### config.mk
export PLATFORM = sky130hd
export DESIGN_NAME = lsu
export DESIGN_NICKNAME = d
export VERILOG_FILES = /design/src/rtl/jpu_pkg.sv /design/src/rtl/lsu_align.sv /design/src/rtl/lsu.sv
export SDC_FILE = /design/constraint.sdc
export NUM_CORES = 1
export LEC_CHECK = 0
export CAP_MARGIN = 20
export CORE_UTILIZATION = 40
export DETAILED_ROUTE_END_ITERATION = 16
export PLACE_DENSITY = 0.76
export SLEW_MARGIN = 20
export SYNTH_ARGS = -nofsm -noshare
export SYNTH_HDL_FRONTEND = slang
export SYNTH_SLANG_ARGS = --single-unit
### constraint.sdc
create_clock -name clk -period 4.15 [get_ports clk]
set_clock_uncertainty 0.05 [all_clocks]
set_input_delay 1.245 -clock clk [delete_from_list [all_inputs] [get_ports clk]]
set_output_delay 1.245 -clock clk [all_outputs]
set_load 0.01 [all_outputs]
### src/rtl/jpu_pkg.sv
// Shared types and constants for the data-side load/store unit.
package jpu_pkg;

  typedef enum logic [1:0] {
    SZ_BYTE = 2'd0,
    SZ_HALF = 2'd1,
    SZ_WORD = 2'd2,
    SZ_RSVD = 2'd3
  } mem_size_e;

  typedef enum logic [1:0] {
    ST_IDLE = 2'd0,
    ST_REQ  = 2'd1,
    ST_WAIT = 2'd2,
    ST_RESP = 2'd3
  } lsu_state_e;

  // Unshifted byte-enable patterns; lsu_align moves them to the addressed lane.
  localparam logic [3:0] BE_BYTE = 4'b0001;
  localparam logic [3:0] BE_HALF = 4'b0011;
  localparam logic [3:0] BE_WORD = 4'b1111;

endpackage

### src/rtl/lsu_align.sv
// Lane steering for the LSU: byte enables, store-data replication and
// load-data shift with zero/sign extension. Purely combinational.
module lsu_align
  import jpu_pkg::*;
(
  input  mem_size_e   size_i,
  input  logic [1:0]  addr_lo_i,
  input  logic        signed_i,
  input  logic [31:0] wdata_i,
  input  logic [31:0] rdata_i,
  output logic [3:0]  be_o,
  output logic [31:0] wdata_o,
  output logic [31:0] rdata_o
);

  logic [31:0] rshift;

  assign rshift = rdata_i >> {addr_lo_i, 3'b000};

  always_comb begin
    be_o    = 4'b0000;
    wdata_o = wdata_i;
    rdata_o = rdata_i;
    case (size_i)
      SZ_BYTE: begin
        be_o    = BE_BYTE << addr_lo_i;
        wdata_o = {4{wdata_i[7:0]}};
        rdata_o = {{24{signed_i & rshift[7]}}, rshift[7:0]};
      end
      SZ_HALF: begin
        be_o    = BE_HALF << {addr_lo_i[1], 1'b0};
        wdata_o = {2{wdata_i[15:0]}};
        rdata_o = {{16{signed_i & rshift[15]}}, rshift[15:0]};
      end
      SZ_WORD: begin
        be_o    = BE_WORD;
        wdata_o = wdata_i;
        rdata_o = rdata_i;
      end
      default: begin
        be_o    = 4'b0000;
        wdata_o = wdata_i;
        rdata_o = rdata_i;
      end
    endcase
  end

endmodule

### src/rtl/lsu.sv
// Load/store unit: single-outstanding req/gnt/rvalid bus master behind the MMU.
// Optional bus watchdog enabled by defining LSU_BUS_TIMEOUT_EN.
module lsu
  import jpu_pkg::*;
#(
  parameter int TIMEOUT_CYCLES = 255
) (
  input  logic        clk,
  input  logic        rst_n,
  input  logic        req_valid,
  output logic        req_ready,
  input  logic        req_we,
  input  logic [1:0]  req_size,
  input  logic        req_signed,
  input  logic [31:0] req_addr,
  input  logic [31:0] req_wdata,
  input  logic        req_fault,
  output logic        resp_valid,
  output logic [31:0] resp_rdata,
  output logic        resp_err,
  output logic        bus_req,
  output logic        bus_we,
  output logic [31:0] bus_addr,
  output logic [3:0]  bus_be,
  output logic [31:0] bus_wdata,
  input  logic        bus_gnt,
  input  logic        bus_rvalid,
  input  logic [31:0] bus_rdata,
  input  logic        bus_err
);

  lsu_state_e  state_q;
  mem_size_e   size_q;
  logic [1:0]  addr_lo_q;
  logic        signed_q;
  logic        we_q;
  logic        bus_req_q, bus_we_q;
  logic [31:0] bus_addr_q, bus_wdata_q;
  logic [3:0]  bus_be_q;
  logic        resp_valid_q, resp_err_q;
  logic [31:0] resp_rdata_q;

  logic        in_idle;
  logic        timeout_hit;
  mem_size_e   al_size;
  logic [1:0]  al_addr_lo;
  logic        al_signed;
  logic [3:0]  al_be;
  logic [31:0] al_wdata, al_rdata;

  assign in_idle = (state_q == ST_IDLE);

  // The aligner sees the incoming request while idle and the latched one afterwards.
  assign al_size    = in_idle ? mem_size_e'(req_size) : size_q;
  assign al_addr_lo = in_idle ? req_addr[1:0] : addr_lo_q;
  assign al_signed  = in_idle ? req_signed : signed_q;

  lsu_align u_align (
    .size_i    (al_size),
    .addr_lo_i (al_addr_lo),
    .signed_i  (al_signed),
    .wdata_i   (req_wdata),
    .rdata_i   (bus_rdata),
    .be_o      (al_be),
    .wdata_o   (al_wdata),
    .rdata_o   (al_rdata)
  );

`ifdef LSU_BUS_TIMEOUT_EN
  localparam int CntW = $clog2(TIMEOUT_CYCLES + 1);
  logic [CntW-1:0] tmo_cnt_q;

  assign timeout_hit = (state_q == ST_REQ || state_q == ST_WAIT) &&
                       (tmo_cnt_q == CntW'(TIMEOUT_CYCLES - 1));

  always_ff @(posedge clk or negedge rst_n) begin
    if (!rst_n) begin
      tmo_cnt_q <= '0;
    end else if (in_idle) begin
      tmo_cnt_q <= '0;
    end else if (state_q == ST_REQ || state_q == ST_WAIT) begin
      tmo_cnt_q <= tmo_cnt_q + 1'b1;
    end
  end
`else
  // Watchdog absent: the parameter stays on the interface but never fires.
  assign timeout_hit = (TIMEOUT_CYCLES < 0);
`endif

  always_ff @(posedge clk or negedge rst_n) begin
    if (!rst_n) begin
      state_q      <= ST_IDLE;
      size_q       <= SZ_BYTE;
      addr_lo_q    <= 2'b00;
      signed_q     <= 1'b0;
      we_q         <= 1'b0;
      bus_req_q    <= 1'b0;
      bus_we_q     <= 1'b0;
      bus_addr_q   <= '0;
      bus_be_q     <= '0;
      bus_wdata_q  <= '0;
      resp_valid_q <= 1'b0;
      resp_err_q   <= 1'b0;
      resp_rdata_q <= '0;
    end else begin
      case (state_q)
        ST_IDLE: begin
          if (req_valid) begin
            if (req_fault || mem_size_e'(req_size) == SZ_RSVD) begin
              state_q      <= ST_RESP;
              resp_valid_q <= 1'b1;
              resp_err_q   <= 1'b1;
              resp_rdata_q <= '0;
            end else begin
              state_q     <= ST_REQ;
              size_q      <= mem_size_e'(req_size);
              addr_lo_q   <= req_addr[1:0];
              signed_q    <= req_signed;
              we_q        <= req_we;
              bus_req_q   <= 1'b1;
              bus_we_q    <= req_we;
              bus_addr_q  <= {req_addr[31:2], 2'b00};
              bus_be_q    <= al_be;
              bus_wdata_q <= al_wdata;
            end
          end
        end
        ST_REQ: begin
          if (timeout_hit || bus_gnt) begin
            bus_req_q   <= 1'b0;
            bus_we_q    <= 1'b0;
            bus_addr_q  <= '0;
            bus_be_q    <= '0;
            bus_wdata_q <= '0;
            if (timeout_hit) begin
              state_q      <= ST_RESP;
              resp_valid_q <= 1'b1;
              resp_err_q   <= 1'b1;
              resp_rdata_q <= '0;
            end else begin
              state_q <= ST_WAIT;
            end
          end
        end
        ST_WAIT: begin
          if (timeout_hit) begin
            state_q      <= ST_RESP;
            resp_valid_q <= 1'b1;
            resp_err_q   <= 1'b1;
            resp_rdata_q <= '0;
          end else if (bus_rvalid) begin
            state_q      <= ST_RESP;
            resp_valid_q <= 1'b1;
            resp_err_q   <= bus_err;
            resp_rdata_q <= (bus_err || we_q) ? 32'd0 : al_rdata;
          end
        end
        default: begin
          state_q      <= ST_IDLE;
          resp_valid_q <= 1'b0;
          resp_err_q   <= 1'b0;
          resp_rdata_q <= '0;
        end
      endcase
    end
  end

  assign req_ready  = in_idle;
  assign resp_valid = resp_valid_q;
  assign resp_err   = resp_err_q;
  assign resp_rdata = resp_rdata_q;
  assign bus_req    = bus_req_q;
  assign bus_we     = bus_we_q;
  assign bus_addr   = bus_addr_q;
  assign bus_be     = bus_be_q;
  assign bus_wdata  = bus_wdata_q;

endmodule

# Word-level counts from Yosys, hierarchy flattened
# Cells that the tools add are included.
# totals
latchBits	0
mem_bits_ro	0
n_memories	0
reg_bits	112
output_inout_bits	105
input_bits	107
elab_cells	79
ramBits	0
# classes
shift	3
mul	0
eq_ne	10
n_lt_le_gt_ge	0
n_reduce_logical	9
bitwise	4
n_mux	40
n_addsub	0
n_div	0
# op_table
op	count
$mux W32	9
$pmux W32 S2	4
$pmux W32 S3	1
$shr A32 B5 Y16	1
$mux W2	6
$mux W4	3
$pmux W4 S3	1
$mux W1	10
$ne A2 B2 Y1 const B	4
$pmux W4 S2	1
$reduce_and A4 Y1	2
$eq A2 B2 Y1 const B	3
$pmux W1 S3	2
$pmux W2 S3	1
$reduce_and A3 Y1	2
$eq A2 B1 Y1 const B	2
$logic_not A2 Y1	2
$pmux W1 S2	2
$shl A1 B2 Y4 const A	1
$shl A2 B2 Y4 const A	1
$and A1 B1 Y1	2
$logic_or A1 B1 Y1	2
$ne A2 B1 Y1 const B	1
$not A1 Y1	2
$reduce_bool A2 Y1	1

# Logic depth before layout (Yosys ltp)
# Gate-level depths: netlist of the first run.
# depth
word_depth	8
depth_mapped	12

# Hierarchy
# Synthesis of the first run repeated with hierarchy kept, for this count alone.
# unflattened
cells_unflattened	612
hier_area_um2	6309.8
# by_module_without_submodules
mod	instances	area_per_inst_um2	cells_each
lsu	1	5031.1	407
lsu_align	1	1278.7	205

# Least setup slack after synthesis of the first run
# Ideal clock, no wire load.
# synth_path
kind	input -> register
startpoint	input port req_addr[1]
endpoint	register resp_rdata_q[10] (netlist: resp_rdata[10])
setup_slack_ns	1.520
arrival_ns	2.446
path_stages	6
path_cell_list	or3b_2 a21oi_1 a2111oi_0 o21ai_1 buf_2 o211ai_1
# synth_via
elab_chain_cells	7
# synth_lines
item	line_no	rtl
from (decl)	lsu.sv:15	input logic [31:0] req_addr,
$mux W2 (*)	lsu.sv:55	assign al_addr_lo = in_idle ? req_addr[1:0] : addr_lo_q;
$shr A32 B5 Y16 (*)	lsu_align.sv:18	assign rshift = rdata_i >> {addr_lo_i, 3'b000};
$and A1 B1 Y1	lsu_align.sv:28	rdata_o = {{24{signed_i & rshift[7]}}, rshift[7:0]};
$pmux W32 S2 (*)	lsu_align.sv:24	case (size_i)
$mux W32 (*)	lsu.sv:155	resp_rdata_q <= (bus_err || we_q) ? 32'd0 : al_rdata;
$mux W32 (*)	lsu.sv:151	end else if (bus_rvalid) begin
$pmux W32 S3 (*)	lsu.sv:106	case (state_q)
to (signal assigned)	lsu.sv:155	
to (decl)	lsu.sv:41	logic [31:0] resp_rdata_q;
# Every way passes the cells marked *; elsewhere a longest branch is shown, timed or not. The select of a mux whose other input is x is not followed.
# A chain may end at the register's enable or synchronous reset.

# Worst setup path in the final report of the first run
# layout_path
startpoint	input port req_size[0]
endpoint	register resp_rdata_q[24] (netlist: resp_rdata[24])
# layout_via
elab_chain_cells	6
elab_cells_between_ends	11
# layout_lines
item	line_no	rtl
from (decl)	lsu.sv:13	input logic [1:0] req_size,
$mux W2	lsu.sv:54	assign al_size = in_idle ? mem_size_e'(req_size) : size_q;
$eq A2 B1 Y1 or $logic_not A2 Y1 (tied branches)	lsu_align.sv:24	
$pmux W32 S2	lsu_align.sv:24	
$mux W32	lsu.sv:155	
$mux W32	lsu.sv:151	
$pmux W32 S3	lsu.sv:106	
# Parallel ways exist; a longest one is shown, timed or not. The select of a mux whose other input is x is not followed.

==> metrics.yaml, run 1 <==
seq_power_share: 0.283
synth_seq_area_share: 0.474
critical_path.n_buffers_inverters: 1
layout-area-overhead-vs-synth_pct: 43.8
gpl.final_weighted_congestion: 0.981
io_buffer_count: 209
worstPathCellList: "clkdlybuf4s50_1 -> nand2_4 -> o22a_1 -> nor4_4 -> a32oi_1 -> o21ai_1"
holdCritPathClass: "reg2reg"
critPathArrivalTime_ns: 3.58
critical-path-slowest-cell: "sky130_fd_sc_hd__nor4_4"
totalNegativeSetupSlack_ns: 0
dominantRegCellSynth: "sky130_fd_sc_hd__dfrtp_1"
holdBufCountCts: 0
fillerInstances: 1190
initial_utilization: 0.414
synth-edff-count: 0
layout_common_cells: "208 x sky130_fd_sc_hd__clkdlybuf4s50_1, 110 x sky130_fd_sc_hd__dfrtp_1, 98 x sky130_fd_sc_hd__nand2_1"
synth_cell_types: 47
outcome: "finished, final reports clean"
synth-warning-count: 0
routedWlPerCell_um: 18.3
grt_antenna_before_repair: 0
report.final.hold_viol_count: 0
cp-end-kind: "flip-flop"
synthDominantCellAreaShare: 0.474
finalPower_mw: 6.29
layout.cell_area.non_filler_sq_um: 8350
tritoncts_num_sinks: 110
count_of_nets_left_with_antenna_violations_after_detail_routing: 0
drt_first_iter_violations: 403
clock-root-buffer: "sky130_fd_sc_hd__clkbuf_16"
seq_area_sq_um: 2750
slew_viol_final: 0
sw_frac_of_total: 0.421
cp_top_family: "simple AND/OR/NAND/NOR gates"
asyncSetResetFlopFracSynth: 1.00
placedInstanceArea_sq_um: 8010
postCtsSetupRepairBufs: 0
chipHeight_um: 122
synthesis.area_sq_um: 5810
synth-seq-cells: 110
place_hpwl_um: 12900
whs_ns: 0.426
synth_cells: 622
die_area_sq_um: 15000
io_pins: 212
multiInputGateArea_sq_um: 2790
tightest_slew_ns: 0.976
power-per-cell-area_nw_per_um2: 754
finalWorstSetupSlack_ns: 0.797
p_int_mw: 3.64
core.rowCount: 43
overflow: 0
largest_buffer_count_on_any_clock_path: 2
synthDominantAreaCellType: "sky130_fd_sc_hd__dfrtp_1"
cts_repair_resize_count: 0
number_of_maximum_capacitance_constraint_violations: 0
drc_viols: 0
fp.dieW_um: 122
maxSlewHeadroom: 0.345
critical_path_class: "in2reg"
ir_drop_worst_vdd_uv: 365
grt_first_pass_wirelength_um: 27600
fp.coreArea_sq_um: 14000
power.share.combinational: 0.571
overall_routing_resource_usage: 0.240
timing.critical_path.slowest_cell_delay_ns: 0.93
share_clk_of_total_power: 0.146
commonest_non_fill_non_tap_cell_in_the_layout: "sky130_fd_sc_hd__clkdlybuf4s50_1"
vias: 5521
grt_max_degree: 79
drive_above_1_share: 0.0643
final-setup-viol-count: 0
achievable-frequency_mhz: 298
synthesis.area_per_instance_sq_um: 9.34
drt_first_pass_iters: 5
synth_area_leaders: "sky130_fd_sc_hd__dfrtp_1 47%, sky130_fd_sc_hd__o21ai_0 6.8%, sky130_fd_sc_hd__nand2_1 6.3%"
tritoncts: "yes"
cts-buffers-inserted: 9
drt-vias-per-instance: 5.58
cts.htree.levels: 3
design.final.nets: 915
n_antenna_cell: 0
finalCritPeriodShare: 0.808
leakage_nw: 3.53
worstPathMaxFanout: 17
first_global_vias: 5206
postRouteWirelength_um: 18100
post-place-ws_ns: 0.452
insertion_delay_ns: 0.35
critPathRequiredTime_ns: 4.38
clk_transition_reported_paths_ns: 0.07
power.net_switching_mw: 2.65
min_period_ns: 3.35
type_of_origin_of_the_critical_path: "input pin"
rsz0062_at_grt: "no"
worst reg2reg max path, delay by kind of cell, from the launching register on:
| family | cells | cell delay [ns] |
|---|---|---|
| adder cells (fa/ha/maj) | 1 | 0.44 |
| AO/OA/AOI/OAI | 3 | 0.52 |
| multiplexers | 1 | 0.51 |
| buffers and inverters | 2 | 0.40 |
| flip-flops | 1 | 0.42 |
| AND/OR/NAND/NOR | 1 | 0.75 |
power groups by stage:
stage               sequential, mW  clock, mW  combinational [mW]
CTS                           1.78      0.937                3.60
detailed placement            1.79          0                3.58
global route                  1.83      0.980                3.93
floorplan                     1.94          0                1.96
global placement              1.78          0                3.49
finish                        1.78      0.918                3.60
per-stage QoR:
| step | std cells | utilization |
|---|---|---|
| after floorplan | 623 | - |
| after global placement | 972 | 0.570 |
| after detailed placement | 972 | 0.570 |
| after CTS | 988 | 0.593 |
| after global routing | 989 | 0.595 |
| final | 989 | 0.595 |
flip-flops by register name, indices dropped and copies added, names as in the netlist:
name and flops:
bus_be 4, bus_req 1, size_q 2, signed_q 1
addr_lo_q 2, we_q 1, state_q 2, bus_wdata 32
resp_valid 1, bus_we 1, resp_rdata 32, resp_err 1
bus_addr 30
metal layers:
metal | routed length, um | up-vias | track usage
met5 | 0 | - | 0
met4 | 365 | 0 | 0.0922
met3 | 1820 | 23 | 0.0576
met2 | 8420 | 268 | 0.387
met1 | 7510 | 2648 | 0.311
li1 | - | 2582 | -
kinds of logic after synthesis:
group                      Yosys count  share of synthesized area
other                                1                   0.000646
buffers and inverters               59                     0.0502
muxes                               41                     0.0746
DFF                                110                      0.474
AOI/OAI and AO/OA                  202                      0.231
and+or+nand+nor                    205                      0.161
adders and majority gates            4                    0.00862
path summary, 6_finish.rpt:
| path | from | endpoint | slack [ns] | cells after the start |
|---|---|---|---|---|
| worst max-delay path | req_size[0] | resp_rdata[24] | 0.80 | 6 |
| worst min-delay path | bus_be[3] | bus_be[3] | 0.43 | 2 |
| worst max register to register | state_q[0] | resp_rdata[24] | 0.98 | 8 |
| worst min register to register | bus_be[3] | bus_be[3] | 0.43 | 2 |
| max in group asynchronous | rst_n | bus_wdata[31] | 2.46 | 3 |
| min in group asynchronous | rst_n | resp_rdata[1] | 0.72 | 1 |
layout make-up:
| type | instances | area share |
|---|---|---|
| clock buffer | 12 | 0.0319 |
| inverter | 6 | 0.00270 |
| timing repair buffer | 223 | 0.268 |
| sequential | 110 | 0.330 |
| multi-input combinational | 454 | 0.334 |
| tap | 180 | 0.0270 |
| clock inverter | 4 | 0.00629 |
cell usage after synthesis (2+ instances only):
library cell and count:
sky130_fd_sc_hd__ha_1 4, sky130_fd_sc_hd__or3b_2 2, sky130_fd_sc_hd__a32oi_1 16, sky130_fd_sc_hd__o221ai_1 15, sky130_fd_sc_hd__nor2_1 50, sky130_fd_sc_hd__a21oi_1 13
sky130_fd_sc_hd__nand3_1 2, sky130_fd_sc_hd__nand3b_1 2, sky130_fd_sc_hd__o31ai_1 19, sky130_fd_sc_hd__o211ai_1 9, sky130_fd_sc_hd__dfrtp_1 110, sky130_fd_sc_hd__a2bb2oi_1 7
sky130_fd_sc_hd__nand2_1 98, sky130_fd_sc_hd__mux2_2 8, sky130_fd_sc_hd__clkbuf_1 25, sky130_fd_sc_hd__o21ai_1 13, sky130_fd_sc_hd__inv_1 6, sky130_fd_sc_hd__o2111ai_1 7
sky130_fd_sc_hd__buf_1 3, sky130_fd_sc_hd__o22ai_1 2, sky130_fd_sc_hd__a21o_1 4, sky130_fd_sc_hd__o22a_1 2, sky130_fd_sc_hd__buf_6 3, sky130_fd_sc_hd__a31oi_1 2
sky130_fd_sc_hd__o211ai_2 3, sky130_fd_sc_hd__buf_2 18, sky130_fd_sc_hd__nand2b_1 41, sky130_fd_sc_hd__buf_4 2, sky130_fd_sc_hd__mux2i_1 32, sky130_fd_sc_hd__or3_1 2
sky130_fd_sc_hd__nor3_1 2, sky130_fd_sc_hd__o2bb2ai_1 7, sky130_fd_sc_hd__o21ai_0 79
No activity file was read; power rests on OpenSTA's default activity.
==> run 2, diff against run 1 <==
--- a/config.mk
+++ b/config.mk
@@ -8,7 +8,7 @@
 export CAP_MARGIN = 20
 export CORE_UTILIZATION = 40
 export DETAILED_ROUTE_END_ITERATION = 16
-export PLACE_DENSITY = 0.76
+export PLACE_DENSITY = 0.79
 export SLEW_MARGIN = 20
 export SYNTH_ARGS = -nofsm -noshare
 export SYNTH_HDL_FRONTEND = slang
==> constraint.sdc (replaced) <==
create_clock -name clk -period 2.8 [get_ports clk]
set_clock_uncertainty 0.05 [all_clocks]
set_input_delay 0.84 -clock clk [delete_from_list [all_inputs] [get_ports clk]]
set_output_delay 0.84 -clock clk [all_outputs]
set_load 0.01 [all_outputs]
==> run 2 against run 1 <==
Compared with the run above: count of clock-buffer cells in the layout shrank 2; via count rose by 1.0%; register-to-register slack got worse by 0.65 ns; sequential power grew 48%; cell count increased by 2.2%; hold slack worse by 0.065 ns; critical path depth shrank 2; highest routed layer unchanged.
==> metrics.yaml, run 2 (same netlist as run 1, synthesis figures left out) <==
critPathArrivalTime_ns: 1.76
fp.coreArea_sq_um: 14000
worstReg2RegStart: "state_q[0]"
gpl.final_weighted_congestion: 0.862
final-setup-viol-count: 0
vias: 5576
report.final.hold_viol_count: 0
grt_max_degree: 57
drt_first_iter_violations: 410
first_global_vias: 5027
timing.critical_path.slowest_cell_delay_ns: 0.53
tritoncts_num_sinks: 110
number_of_maximum_capacitance_constraint_violations: 0
slew_viol_final: 0
layout_common_cells: "208 x sky130_fd_sc_hd__clkdlybuf4s50_1, 110 x sky130_fd_sc_hd__dfrtp_1, 98 x sky130_fd_sc_hd__nand2_1"
utilization: 0.611
holdCritPathClass: "in2async"
totalNegativeSetupSlack_ns: 0
power-per-cell-area_nw_per_um2: 1140
sw_frac_of_total: 0.412
fp.dieW_um: 122
seq_power_share: 0.270
largest_buffer_count_on_any_clock_path: 2
overflow: 0
die_area_sq_um: 15000
reg_to_reg_slack_setup_ns: 0.33
n_antenna_cell: 0
drt_first_pass_iters: 5
overall_routing_resource_usage: 0.233
cp-end-kind: "output port"
drt-vias-per-instance: 5.52
finalCritPeriodShare: 0.946
power.net_switching_mw: 4.01
achievable-frequency_mhz: 378
power.share.combinational: 0.586
postRouteWirelength_um: 17500
drive_above_1_share: 0.0890
insertion_delay_ns: 0.35
critical-path-slowest-cell: "sky130_fd_sc_hd__clkdlybuf4s50_1"
critical_path_class: "reg2out"
place_hpwl_um: 12500
critPathRequiredTime_ns: 1.91
share_clk_of_total_power: 0.144
io_buffer_count: 209
tritoncts: "yes"
worstPathCellList: "inv_1 -> ha_4 -> buf_4 -> clkdlybuf4s50_1"
count_of_nets_left_with_antenna_violations_after_detail_routing: 0
min_period_ns: 2.65
worstPathMaxFanout: 7
cts.htree.levels: 3
rsz0062_at_grt: "no"
type_of_origin_of_the_critical_path: "flip-flop"
chipHeight_um: 122
design.final.nets: 937
worstRegToRegCells: 9
leakage_nw: 3.64
drc_viols: 0
grt_antenna_before_repair: 0
fillerInstances: 1160
grt_first_pass_wirelength_um: 26800
ir_drop_worst_vdd_uv: 688
core.rowCount: 43
cts-buffers-inserted: 9
worst_reg2reg_path_endpoint: "resp_rdata[16]"
clk_transition_reported_paths_ns: 0.07
outcome: "finished, final reports clean"
io_pins: 212
holdBufCountCts: 0
layout-area-overhead-vs-synth_pct: 47.7
p_int_mw: 5.73
tightest_slew_ns: 0.582
initial_utilization: 0.414
clock-root-buffer: "sky130_fd_sc_hd__clkbuf_16"
maxSlewHeadroom: 0.602
routedWlPerCell_um: 17.3
commonest_non_fill_non_tap_cell_in_the_layout: "sky130_fd_sc_hd__clkdlybuf4s50_1"
-- run 2: changes by cell type in the layout (fill, tap and decap cells not counted), sizes merged --
cell | before | now
buf | 15 | 37
clkbuf | 12 | 10
bufinv | 1 | 2
inv | 7 | 8
-- run 2: area by class of cell --
class | count | area, sq um | share of cell area
sequential | 110 | 2750 | 0.321
timing repair buffer | 245 | 2450 | 0.285
clock inverter | 6 | 91.3 | 0.0107
multi-input combinational | 454 | 2810 | 0.327
clock buffer | 10 | 229 | 0.0267
tap | 180 | 225 | 0.0263
inverter | 6 | 22.5 | 0.00263
-- run 2: stage by stage --
stage	setup WS, ns	instances	instance area, sq um	total power, mW	hold WS (ns)
6_report	0.152	1011	8570	9.74	0.361
5_1_grt	0.0657	1011	8570	10.4	0.383
4_1_cts	0.0573	1007	8530	9.74	0.371
3_5_place_dp	-0.307	991	8200	8.29	0.413
3_3_place_gp	-0.278	991	8200	8.19	0.409
2_1_floorplan	0.495	623	5810	5.78	0.420
-- run 2: timing repair --
| item | 4_1_cts | 5_1_grt |
|---|---|---|
| setup buffers | 0 | 4 |
| resized for setup | 2 | 0 |
| setup endpoints to repair | 1 | 18 |
| pin swaps | 0 | 1 |
-- run 2: worst max path at each step --
stage	to	depth (start not counted)	start	slack (ns)
after floorplan	resp_rdata[18]	10	state_q[0]	0.49
after CTS	req_ready	4	state_q[0]	0.06
after global routing	req_ready	4	state_q[0]	0.07
after global placement	resp_rdata[25]	6	req_size[0]	-0.28
after detailed placement	resp_rdata[29]	6	req_size[0]	-0.31
final	req_ready	4	state_q[0]	0.15
-- run 2: power by group through the flow --
stage               Sequential [mW]  Combinational (mW)  Clock, mW
finish                         2.63                5.71       1.40
floorplan                      2.87                2.91          0
detailed placement             2.65                5.63          0
CTS                            2.63                5.68       1.42
global placement               2.63                5.57          0
global route                   2.71                6.22       1.49
-- run 2: routing by layer --
metal,up-vias,global-route usage,wire (um)
met2,296,0.375,8050
li1,2629,-,-
met5,-,0,0
met3,19,0.0455,1560
met4,0,0.0716,263
met1,2632,0.316,7640
-- run 2: critical path, delay by kind of cell (launching register included) --
kind | cells | cell delay, ns
buf+inv | 3 | 0.82
flops | 1 | 0.42
fa+ha+maj | 1 | 0.18
==> run 3, diff against run 2 <==
--- a/config.mk
+++ b/config.mk
@@ -5,7 +5,6 @@
 export SDC_FILE = /design/constraint.sdc
 export NUM_CORES = 1
 export LEC_CHECK = 0
-export CAP_MARGIN = 20
 export CORE_UTILIZATION = 40
 export DETAILED_ROUTE_END_ITERATION = 16
 export PLACE_DENSITY = 0.79
==> results of run 3 <==
The final DEF is identical to that of run 2; final timing and power are the same.
==> patch, RTL diff (flow settings as in run 3) <==
Build with the macro `LSU_BUS_TIMEOUT_EN` defined.
--- a/src/rtl/lsu.sv
+++ b/src/rtl/lsu.sv
@@ -1,5 +1,7 @@
 // Load/store unit: single-outstanding req/gnt/rvalid bus master behind the MMU.
 // Optional bus watchdog enabled by defining LSU_BUS_TIMEOUT_EN.
+`define LSU_BUS_TIMEOUT_EN
+
 module lsu
   import jpu_pkg::*;
 #(
Check against the original RTL: same outputs for any inputs over 4 cycles, from zero or initial values and one cycle with rst_n low; that may be too few to reach the edited logic, so the function may still have changed.
==> patch against run 3 <==
The run now ends with DRC left. Power down 1.5%. Core utilization increased by 2.1 points. Worst setup slack lost 42 ps. Sequential cell count increased by 8. Area after synthesis is 5.2% higher. Synthesized cell count up 5.0%. Wire length is 9.2% higher. Cell area rose by 8.3%. Via count increased by 5.0%. Count of clock-buffer cells in the layout up 9.
==> patch: results (changes against run 3) <==
- The register area share after synthesis was 48.3% (+0.94 points).
- The number of DRC markers in iteration 0 is 571 (+39%).
- The arithmetic-cell share of the synthesized area counting full adders, half adders and majority gates is 1.23% (+0.37 points).
- The H-tree depth reported by CTS is 4 (+1).
- The critical path arrival is 1800 ps (+40 ps).
- The count of placed standard cells in the final layout, fillers left out came to 1,075 (+6.3%).
- The maximum ir drop on the vdd rail came to 0.000617 V (-10%).
- The start point of the critical path is state_q[1].
- The cell total after placement is 1,042 (+5.1%).
- The placed standard-cell area came to 8670 um^2 (+5.7%).
- The setup slack of the most critical reg-to-reg path is 290 ps (-40 ps).
- The static leakage power was 4.16 nW (+14%).
- After synthesis, the most frequently instantiated cells are nand2_1, dfrtp_1, o21ai_0.
- The first-pass GRT wire length is 30,900 um (+15%).
- The routability-driven placement congestion ratio is 0.881 (+2.1%).
- The post-placement worst setup slack came to -94.9 ps (+212 ps).
- The number of buffer cells added on primary ports is 209 (unchanged).
- The per-cell via count in the routed design is 5.44 (-1.3%).
- The length of the first detailed-routing pass in iterations is 11 (+6).
- The tightest hold margin came to 371 ps (+9.67 ps).
- The global-route total usage across every layer was 25.2% (+1.9 points).
- The post-DP HPWL is 13,600 um (+9.0%).
- The gate count after technology mapping is 653 (+5.0%).
- The worst-case headroom to the max-slew limit came to 54.0% (-6.2 points).
- The final reports fail on DRC.
- The xor/xnor share of the synthesized area came to 0.287% (+0.29 points).
- The later-pin clock latency in the skew report was 420 ps (+70 ps).
- The pin count of the biggest net entering global routing was 66 (+16%).
- The worst hold path belongs to the class input port to asynchronous set/reset pin.
- The number of global-route vias before repair is 5,935 (+18%).
- The share of cell area taken by muxes after synthesis is 6.80% (-0.65 points).
- The final-stage net count is 991 (+5.8%).
- The remaining design rule violation count is 15 (+15).
- The synthesized-area fraction occupied by ao, oa, aoi and oai cells is 17.3% (-5.7 points).
- The number of library cell types mapped by synthesis is 58 (+23%).
- Yosys attributes the largest share of cell area to dfrtp_1, nand2_1, mux2i_1.
- The maximum fanout count along the critical path is 4 (-3).
- The setup slack after layout is 110 ps (-41.7 ps).
- The number of buffers added by the clock tree synthesis step is 17 (+8).
- The flow ran to the end, but the final reports show violations.
- The fraction of layout instances using a drive strength above 1 is 12.0% (+3.1 points).
- The mean routed wirelength per cell is 17.8 um (+2.7%).
-- patch: final timing paths --
| check | cells past startpoint | to |
|---|---|---|
| max reg2reg | 10 | resp_rdata[21] |
| min in group clk | 2 | bus_addr[28] |
| min reg2reg | 2 | bus_addr[28] |
| max in group asynchronous | 2 | bus_addr[6] |
| max | 4 | req_ready |
| min | 1 | resp_rdata[16] |
-- patch: report_power, final --
part / switching [mW] / internal (mW)
Clock: 0.825 / 1.36
Sequential: 0.335 / 2.20
Combinational: 2.58 / 2.29
Total: 3.74 / 5.86
-- patch: kinds of logic (layout without fill, tap and decap cells) --
kind of cell / count (synthesis) / in the layout
DFF: 118 / 118
other: 1 / 2
adders and majority gates: 6 / 6
and+or+nand+nor: 282 / 282
AOI/OAI and AO/OA: 149 / 149
xor gates and xnor gates: 2 / 2
muxes: 40 / 40
buffers and inverters: 55 / 292
-- patch: what timing repair did --
action / 4_1_cts / 5_1_grt
setup buffers: 0 / 1
pin swaps: 1 / 0
endpoints found under the setup margin: 1 / 1
gates resized for setup: 2 / 0
-- patch: area by class of cell --
type | instances | area [um^2]
clock buffer | 19 | 453
inverter | 8 | 30.0
sequential | 118 | 2950
fill | 1219 | 5410
timing repair buffer | 252 | 2510
multi-input combinational | 481 | 2960
tap | 184 | 230
clock inverter | 13 | 148
-- patch: routing by layer --
metal  track usage [%]  vias up  part of all wire, %
met5                 0        -                    0
met3              11.0       33                   12
met1              30.4     2806                   41
li1                  -     2770                    -
met4              9.97        0                  2.0
met2              39.5      244                   46
-- patch: critical path, cell delays in order, from the launching register on --
cell and delay (ps):
dfrtp_1 410, inv_1 140, ha_4 150, buf_4 130
clkdlybuf4s50_1 540
